<file path="src/rtl/spi_master_shifter.sv">
// -----------------------------------------------------------------------------
// spi_master_shifter
//
// SPI master transfer engine. It turns the bit-rate clock from the upstream
// clock generator (clk_int, treated as data and edge-detected in the clk
// domain) into sclk / ss_n / mosi and assembles the received miso bits into a
// parallel word. All four CPOL/CPHA modes and MSB/LSB-first ordering are
// supported; the mode, bit order and transmit word are captured at start.
//
// Every clk_int transition (rising or falling) is one sclk half-period. A
// transfer uses one half-period of ss_n-to-sclk setup, 2*DATA_W sclk edges and
// one half-period of sclk-to-ss_n hold.
//
// Ports
//   clk        in   system clock (same clock as the clock generator)
//   reset      in   asynchronous active-low reset
//   clk_int    in   bit-rate clock from the generator, sampled as data
//   CPOL       in   idle sclk level
//   CPHA       in   0: sample on leading edge, 1: sample on trailing edge
//   lsb_first  in   1: LSB shifted first
//   start      in   transfer request, accepted only while idle
//   tx_data    in   word to transmit
//   miso       in   serial receive data
//   sclk       out  SPI serial clock (registered)
//   mosi       out  serial transmit data
//   ss_n       out  active-low slave select
//   busy       out  high from accepted start until done
//   done       out  one-clk pulse on the first idle cycle after a transfer
//   rx_data    out  last received word, held until the next done
// -----------------------------------------------------------------------------
module spi_master_shifter #(
    parameter int DATA_W = 8
) (
    input  logic              clk,
    input  logic              reset,
    input  logic              clk_int,
    input  logic              CPOL,
    input  logic              CPHA,
    input  logic              lsb_first,
    input  logic              start,
    input  logic [DATA_W-1:0] tx_data,
    input  logic              miso,
    output logic              sclk,
    output logic              mosi,
    output logic              ss_n,
    output logic              busy,
    output logic              done,
    output logic [DATA_W-1:0] rx_data
);

    localparam int CNT_W = $clog2(2 * DATA_W + 1);
    localparam logic [CNT_W-1:0] LAST_EDGE = CNT_W'(2 * DATA_W);
    localparam logic [CNT_W-1:0] FIRST_EDGE = CNT_W'(1);

    typedef enum logic [1:0] {
        S_IDLE,
        S_SETUP,
        S_XFER,
        S_HOLD
    } state_t;

    state_t              state_q, state_d;
    logic                clk_int_q;
    logic                sclk_q, sclk_d;
    logic                ss_n_q, ss_n_d;
    logic                busy_q, busy_d;
    logic                done_q, done_d;
    logic [DATA_W-1:0]   rx_data_q, rx_data_d;
    logic [DATA_W-1:0]   tx_sr_q, tx_sr_d;
    logic [DATA_W-1:0]   rx_sr_q, rx_sr_d;
    logic [CNT_W-1:0]    edge_cnt_q, edge_cnt_d;
    logic                cpol_q, cpol_d;
    logic                cpha_q, cpha_d;
    logic                lsb_q, lsb_d;

    logic                edge_det;
    logic [CNT_W-1:0]    edge_num;
    logic                edge_odd;
    logic                do_sample;
    logic                do_shift;

    // Both clk_int polarities mark a half-period boundary.
    assign edge_det = clk_int ^ clk_int_q;

    // Number of the sclk edge that the current edge_det would produce.
    assign edge_num = edge_cnt_q + 1'b1;
    assign edge_odd = edge_num[0];

    // -------------------------------------------------------------------------
    // State register
    // -------------------------------------------------------------------------
    always_ff @(posedge clk or negedge reset) begin
        if (!reset) begin
            state_q    <= S_IDLE;
            clk_int_q  <= 1'b0;
            sclk_q     <= 1'b0;
            ss_n_q     <= 1'b1;
            busy_q     <= 1'b0;
            done_q     <= 1'b0;
            rx_data_q  <= '0;
            tx_sr_q    <= '0;
            rx_sr_q    <= '0;
            edge_cnt_q <= '0;
            cpol_q     <= 1'b0;
            cpha_q     <= 1'b0;
            lsb_q      <= 1'b0;
        end else begin
            state_q    <= state_d;
            clk_int_q  <= clk_int;
            sclk_q     <= sclk_d;
            ss_n_q     <= ss_n_d;
            busy_q     <= busy_d;
            done_q     <= done_d;
            rx_data_q  <= rx_data_d;
            tx_sr_q    <= tx_sr_d;
            rx_sr_q    <= rx_sr_d;
            edge_cnt_q <= edge_cnt_d;
            cpol_q     <= cpol_d;
            cpha_q     <= cpha_d;
            lsb_q      <= lsb_d;
        end
    end

    // -------------------------------------------------------------------------
    // Next-state logic
    // -------------------------------------------------------------------------
    always_comb begin
        state_d    = state_q;
        sclk_d     = sclk_q;
        ss_n_d     = ss_n_q;
        busy_d     = busy_q;
        done_d     = 1'b0;
        rx_data_d  = rx_data_q;
        tx_sr_d    = tx_sr_q;
        rx_sr_d    = rx_sr_q;
        edge_cnt_d = edge_cnt_q;
        cpol_d     = cpol_q;
        cpha_d     = cpha_q;
        lsb_d      = lsb_q;
        do_sample  = 1'b0;
        do_shift   = 1'b0;

        case (state_q)
            S_IDLE: begin
                // sclk follows the live CPOL so the bus idles at the level the
                // next transfer will start from.
                sclk_d = CPOL;
                ss_n_d = 1'b1;
                busy_d = 1'b0;
                if (start) begin
                    tx_sr_d    = tx_data;
                    cpol_d     = CPOL;
                    cpha_d     = CPHA;
                    lsb_d      = lsb_first;
                    ss_n_d     = 1'b0;
                    busy_d     = 1'b1;
                    edge_cnt_d = '0;
                    state_d    = S_SETUP;
                end
            end

            S_SETUP: begin
                // First bit is already on mosi; wait one half-period before
                // the first sclk edge.
                if (edge_det) begin
                    state_d = S_XFER;
                end
            end

            S_XFER: begin
                if (edge_det) begin
                    sclk_d     = ~sclk_q;
                    edge_cnt_d = edge_num;

                    // Odd edges are leading, even edges trailing. The shift
                    // edge is the opposite of the sample edge; the very first
                    // (CPHA=1) or very last (CPHA=0) shift slot is skipped so
                    // that exactly DATA_W-1 shifts happen.
                    if (cpha_q) begin
                        do_sample = ~edge_odd;
                        do_shift  = edge_odd && (edge_num != FIRST_EDGE);
                    end else begin
                        do_sample = edge_odd;
                        do_shift  = ~edge_odd && (edge_num != LAST_EDGE);
                    end

                    if (do_sample) begin
                        if (lsb_q) begin
                            rx_sr_d = {miso, rx_sr_q[DATA_W-1:1]};
                        end else begin
                            rx_sr_d = {rx_sr_q[DATA_W-2:0], miso};
                        end
                    end

                    if (do_shift) begin
                        if (lsb_q) begin
                            tx_sr_d = tx_sr_q >> 1;
                        end else begin
                            tx_sr_d = tx_sr_q << 1;
                        end
                    end

                    if (edge_num == LAST_EDGE) begin
                        state_d = S_HOLD;
                    end
                end
            end

            S_HOLD: begin
                if (edge_det) begin
                    ss_n_d    = 1'b1;
                    busy_d    = 1'b0;
                    rx_data_d = rx_sr_q;
                    done_d    = 1'b1;
                    state_d   = S_IDLE;
                end
            end

            default: begin
                state_d = S_IDLE;
            end
        endcase
    end

    // -------------------------------------------------------------------------
    // Outputs
    // -------------------------------------------------------------------------
    // mosi is driven straight from the shift register so the first bit is
    // valid from the setup cycle; it is forced low while idle.
    always_comb begin
        mosi = 1'b0;
        if (state_q != S_IDLE) begin
            mosi = lsb_q ? tx_sr_q[0] : tx_sr_q[DATA_W-1];
        end
    end

    assign sclk    = sclk_q;
    assign ss_n    = ss_n_q;
    assign busy    = busy_q;
    assign done    = done_q;
    assign rx_data = rx_data_q;

endmodule

</file>
<file path="config.mk">
export PLATFORM = sky130hd
export DESIGN_NAME = spi_master_shifter
export DESIGN_NICKNAME = d
export VERILOG_FILES = /design/src/rtl/spi_master_shifter.sv
export SDC_FILE = /design/constraint.sdc
export NUM_CORES = 1
export LEC_CHECK = 0
export BUFFER_PORTS_ARGS = -buffer_cell sky130_fd_sc_hd__clkbuf_2
export CORE_MARGIN = 2
export CORE_UTILIZATION = 42
export DETAILED_ROUTE_END_ITERATION = 6
export SYNTH_ARGS = -nofsm -noshare
export SYNTH_HDL_FRONTEND = slang
export SYNTH_SLANG_ARGS = --single-unit
export TNS_END_PERCENT = 100
</file>
<file path="constraint.sdc">
create_clock -name clk -period 2.73 [get_ports clk]
set_input_delay 0.273 -clock clk [delete_from_list [all_inputs] [get_ports clk]]
set_output_delay 0.273 -clock clk [all_outputs]
set_load 0.005 [all_outputs]
</file>
==> flow_metrics.env, run 1 <==
export IMPL_status="completed"
export IMPL_clock_root_buffer="clkbuf_8"
export IMPL_htree_levels=2
export IMPL_first_global_vias=1386
export IMPL_ctsLongestPathBuffers=2
export IMPL_leakage_nw=1.07
export IMPL_core_mm2=0.00438
export IMPL_avgSynthCellArea_um2=10.9
export IMPL_crit_end="tx_sr_q[3]"
export IMPL_syn_inst=178
export IMPL_vdd_drop_max_mv=0.442
export IMPL_crit_path_max_fanout=8
export IMPL_num_rows=24
export IMPL_vias=1364
export IMPL_max_slew_margin_pct=37.0
export IMPL_p_total_w=0.00255
export IMPL_antenna_cells=0
export IMPL_detail_route_antenna_nets=0
export IMPL_floorplan_initialDensity_pct=44.1
export IMPL_grt_max_degree=39
export IMPL_synth_edf_count=0
export IMPL_worstHoldPathType="primary input to asynchronous set/reset pin"
export IMPL_syn_num_nets=200
export IMPL_die_h_um=71.8
export IMPL_synthArstFlopShare_pct=100
export IMPL_synthAdderAreaFrac_pct=3.88
export IMPL_timing_reg2reg_setup_slack_ns=0.61
export IMPL_synth_top_family_by_area="multiplexers"
export IMPL_post_cts_buffers=0
export IMPL_startpoint="edge_cnt_q[0]"
export IMPL_setup_viol=0
export IMPL_cts_hold_buf=0
export IMPL_ys_seq_area_share_pct=49.3
export IMPL_fin_crit_sh_pct=77.6
export IMPL_synth_warning_count=0
export IMPL_ctsResizeCount=0
export IMPL_dieArea_mm2=0.00516
export IMPL_end_kind="flop"
export IMPL_cts_sinks=38
export IMPL_r2r_start="edge_cnt_q[0]"
export IMPL_fmax_mhz=472
export IMPL_tightest_slew_ns=0.945
export IMPL_synth_seq_cells=38
export IMPL_first_pass_iters=4
export IMPL_final_nets=230
export IMPL_skew_ns=0.00312
export IMPL_cts_tree="done"
export IMPL_critPathLaunchType="flop"
export IMPL_path_clk_slew_ns=0.07
export IMPL_area_growth_pct=15.3
export IMPL_io_buffers=28
export IMPL_vias_per_cell=5.25
export IMPL_boundaryPins=29
export IMPL_drive_gt1_share_pct=28.8
export IMPL_synth_compound_area_share_pct=11.3
export IMPL_wl_per_cell_um=14.1
export IMPL_slew_violations=0
export IMPL_synthTopCellsByArea="dfrtp_1 (48%), mux2_2 (11%), mux2i_1 (8.3%)"
export IMPL_fin_tns_setup_ns=0
export IMPL_antenna_found_initial=0
export IMPL_worstSkewPairLatency_ns=0.29
export IMPL_grt_overflow_total=0
export IMPL_r2r_cells=6
export IMPL_powerDensity_mw_per_mm2=1140
export IMPL_timing_final_hold_violations=0
export IMPL_critPathKind="flop to flop"
export IMPL_yosysTopAreaCellShare_pct=47.9
export IMPL_numCtsBuffers=5
export IMPL_grt_pass1_wl_um=6290
export IMPL_synth_simple_area_share_pct=10.6
export IMPL_drc=0
export IMPL_r2r_end="tx_sr_q[3]"
export IMPL_grt_usage_pct=15.8
export IMPL_rsz0062_at_grt="no"
export IMPL_post_route_util_pct=50.9
export IMPL_timing_final_crit_period_ns=2.12
export IMPL_critPathArrivalTime_ns=2.30
export IMPL_synth_mux_area_fraction_pct=19.4
export IMPL_syn_area_mm2=0.00193
export IMPL_required_ns=2.91
export IMPL_gp_congestion=0.881
export IMPL_yosys_most_used_dff="dfrtp_1"
export IMPL_drt_iter0_drc=66
export IMPL_synth_area_leader_cell="dfrtp_1"
export IMPL_hpwlAfterDp_um=2640
export IMPL_drv_cap=0
export IMPL_die_w_um=71.8
export IMPL_ys_types=31
export IMPL_synth_xor_xnor_area_share_pct=2.65
export IMPL_wl_um=3660
export IMPL_whs_ns=0.114
[flip-flops by register name, indices dropped and copies added, names as in the netlist, 2 cells and up]
signal,count
rx_data,8
rx_sr_q,8
tx_sr_q,8
edge_cnt_q,5
state_q,2
[power breakdown]
part           total [W]  switching (W)  internal (W)  leakage [nW]
clock network   0.000486       0.000193      0.000292        0.0573
registers        0.00102       0.000230      0.000794         0.486
logic            0.00104       0.000489      0.000553         0.531
total            0.00255       0.000912       0.00164          1.07
[synthesized netlist by cell type (all sizes together) (2+ instances only)]
library cell,count
inv,8
nand2,18
nor2b,2
xor2,4
mux2i,16
a21oi,7
nand2b,4
mux2,19
ha,6
dfrtp,37
buf,5
nand3,4
o21ai,21
nor2,13
[cells by family after synthesis]
logic type	Yosys count
AND/OR/NAND/NOR	45
adder cells (fa/ha/maj)	6
multiplexers	35
AO/OA/AOI/OAI	35
XOR/XNOR	5
buffers and inverters	14
flip-flops	38
[cell type report]
cell class	count	area, um^2
Clock buffer	6	82.6
Sequential cell	38	952
Clock inverter	1	30.0
Multi-Input combinational cell	126	922
Inverter	8	30.0
Tap cell	52	65.1
Timing Repair Buffer	29	148
Fill cell	418	2150
[per-stage QoR]
step / std cells / area (um^2) / setup WS (ns)
floorplan: 178 / 1930 / 0.843
finish: 260 / 2230 / 0.611
CTS: 260 / 2230 / 0.635
detailed placement: 253 / 2120 / 0.651
global route: 260 / 2230 / 0.421
global placement: 253 / 2120 / 0.718
[routing by layer]
metal / track usage, % / wire [um] / part of all wire, % / up-vias
li1: - / - / - / 672
met1: 21.1 / 1760 / 48 / 646
met2: 24.3 / 1610 / 44 / 38
met3: 3.94 / 212 / 5.8 / 8
met4: 7.55 / 78 / 2.1 / 0
met5: 0 / 0 / 0 / -
[cell usage in the layout, fill, tap and decap left out, types with 2 or more instances in the layout]
cell,instances
dfrtp_1,37
clkbuf_2,28
o21ai_0,19
mux2_2,19
nand2_1,18
mux2i_1,16
nor2_1,13
inv_1,8
a21oi_1,7
ha_1,6
clkbuf_8,6
nand2b_1,4
nand3_1,4
xor2_1,3
nor2b_1,2
[critical path, cell delays in order (launching register included)]
cell	delay, ns
dfrtp_1	0.44
ha_1	0.30
xor2_1	0.17
nor4b_1	0.27
o21ai_1	0.16
o21bai_4	0.29
mux2_2	0.38
[how the worst min path moves through the flow]
stage                     startpoint             to  slack, ns  cells after the start
after floorplan                reset           busy      -0.02                      0
after global placement       clk_int      clk_int_q       0.43                      1
after detailed placement     clk_int      clk_int_q       0.43                      1
after CTS                    clk_int      clk_int_q       0.12                      1
after global routing         clk_int      clk_int_q       0.13                      1
final                          reset  edge_cnt_q[3]       0.11                      1
Note: power is estimated with default switching activity, not from simulation.
==> run 2: changes to the inputs <==
==> constraint.sdc (replaced) <==
create_clock -name clk -period 2 [get_ports clk]
set_input_delay 0.2 -clock clk [delete_from_list [all_inputs] [get_ports clk]]
set_output_delay 0.2 -clock clk [all_outputs]
set_load 0.005 [all_outputs]
==> run 2 against run 1 <==
Compared with the run above: critical path depth increased by 1; clock power increased by 63%; largest cell class unchanged; largest power group unchanged; cell count increased by 5.0%; critical endpoint is now tx_sr_q[7].
==> flow_metrics.env, run 2 (synthesis results as in run 1) <==
export IMPL_critPathMaxStageDelay_ns=0.42
export IMPL_vias_per_cell=5.23
export IMPL_numCtsBuffers=5
export IMPL_skew_ns=0.00649
export IMPL_leakage_nw=1.16
export IMPL_drv_cap=0
export IMPL_timing_reg2reg_setup_slack_ns=0.07
export IMPL_grt_pass1_wl_um=6620
export IMPL_cts_sinks=38
export IMPL_path_clk_slew_ns=0.08
export IMPL_critPathSlowestCell="dfrtp_1"
export IMPL_boundaryPins=29
export IMPL_worstHoldPathType="primary input to flop"
export IMPL_grt_usage_pct=16.8
export IMPL_wl_um=3950
export IMPL_powerDensity_mw_per_mm2=1620
export IMPL_area_growth_pct=23.1
export IMPL_final_cell_mix="dfrtp_1 (37), clkbuf_2 (28), o21ai_0 (19), nand2_1 (18), mux2_2 (17)"
export IMPL_crit_chain="ha_2 > xor2_1 > nor4b_2 > o21ai_2 > o21bai_4 > buf_12 > mux2_2"
export IMPL_antenna_cells=0
export IMPL_worstSetupPathDepth=7
export IMPL_io_buffers=28
export IMPL_core_mm2=0.00438
export IMPL_ctsLongestPathBuffers=2
export IMPL_final_area_mm2=0.00238
export IMPL_worstSkewPairLatency_ns=0.30
export IMPL_startpoint="edge_cnt_q[1]"
export IMPL_first_pass_iters=4
export IMPL_antenna_found_initial=0
export IMPL_first_global_vias=1415
export IMPL_path_buf_inv=1
export IMPL_placedInstanceArea_mm2=0.00218
export IMPL_setup_ws_ns=0.0747
export IMPL_vias=1428
export IMPL_critPathKind="flop to flop"
export IMPL_detail_route_antenna_nets=0
export IMPL_layout_commonest_cell="dfrtp_1"
export IMPL_tightest_slew_ns=0.487
export IMPL_required_ns=2.19
export IMPL_dieArea_mm2=0.00516
export IMPL_gp_congestion=0.853
export IMPL_fmax_mhz=519
export IMPL_htree_levels=2
export IMPL_crit_path_max_fanout=8
export IMPL_drt_iter0_drc=110
export IMPL_drive_gt1_share_pct=33.9
export IMPL_timing_final_hold_violations=0
export IMPL_grt_overflow_total=0
export IMPL_die_w_um=71.8
export IMPL_post_place_ws_ns=0.0293
export IMPL_status="completed"
export IMPL_clock_root_buffer="clkbuf_8"
export IMPL_crit_end="tx_sr_q[7]"
export IMPL_end_kind="flop"
export IMPL_final_nets=242
export IMPL_die_h_um=71.8
export IMPL_num_rows=24
export IMPL_setup_viol=0
export IMPL_r2r_start="edge_cnt_q[1]"
export IMPL_fin_crit_sh_pct=96.3
export IMPL_cts_tree="done"
export IMPL_floorplan_initialDensity_pct=44.1
export IMPL_grt_max_degree=31
export IMPL_r2r_end="tx_sr_q[7]"
export IMPL_slew_violations=0
export IMPL_drc=0
export IMPL_wl_per_cell_um=14.5
export IMPL_critPathLaunchType="flop"
export IMPL_critPathArrivalTime_ns=2.11
export IMPL_crit_family="flip-flops"
export IMPL_max_slew_margin_pct=67.5
export IMPL_timing_final_crit_period_ns=1.93
export IMPL_r2r_cells=7
export IMPL_hpwlAfterDp_um=2880
export IMPL_vdd_drop_max_mv=0.614
export IMPL_whs_ns=0.0576
run 2: timing repair:
action	in CTS	in global routing
resized for setup	0	5
setup endpoints to repair	0	8
hold endpoints to repair	8	0
buffers inserted	0	2
hold buffers	1	0
run 2: where the power goes:
part           total (W)  leakage [nW]  internal [W]  switching (W)
Clock           0.000793        0.0683      0.000500       0.000293
Combinational    0.00171         0.605      0.000937       0.000770
Sequential       0.00136         0.486       0.00108       0.000275
run 2: per-stage QoR:
| step | power (W) | setup TNS, ns | util [%] | std cells |
|---|---|---|---|---|
| floorplan | 0.00245 | 0 | - | 178 |
| global placement | 0.00285 | 0 | 49.8 | 262 |
| detailed placement | 0.00295 | 0 | 49.8 | 262 |
| CTS | 0.00374 | 0 | 53.2 | 271 |
| global route | 0.00414 | -0.0131 | 54.3 | 273 |
| finish | 0.00386 | 0 | 54.3 | 273 |
run 2: how the worst min path moves through the flow:
stage | startpoint | endpoint | slack (ns) | cells after the start
after floorplan | reset | busy | -0.1 | 0
after global routing | clk_int | clk_int_q | 0.05 | 1
final | clk_int | clk_int_q | 0.06 | 1
after CTS | clk_int | clk_int_q | 0.05 | 1
after detailed placement | reset | clk_int_q | 0.07 | 1
after global placement | reset | clk_int_q | 0.06 | 1
run 2: per-layer routing:
| layer | part of all wire (%) | global-route usage [%] |
|---|---|---|
| met1 | 45 | 21.3 |
| met3 | 4.8 | 4.78 |
| met4 | 3.3 | 7.55 |
| met2 | 47 | 26.5 |
| met5 | 0 | 0 |
run 2: cell type report:
| class | instances | area [um^2] |
|---|---|---|
| clock inverters | 3 | 68.8 |
| flip-flops and latches | 38 | 952 |
| clock buffers | 5 | 68.8 |
| inverters | 8 | 30.0 |
| repair buffers | 41 | 253 |
| well taps | 52 | 65.1 |
| multi-input cells | 126 | 942 |
| fillers | 397 | 2000 |
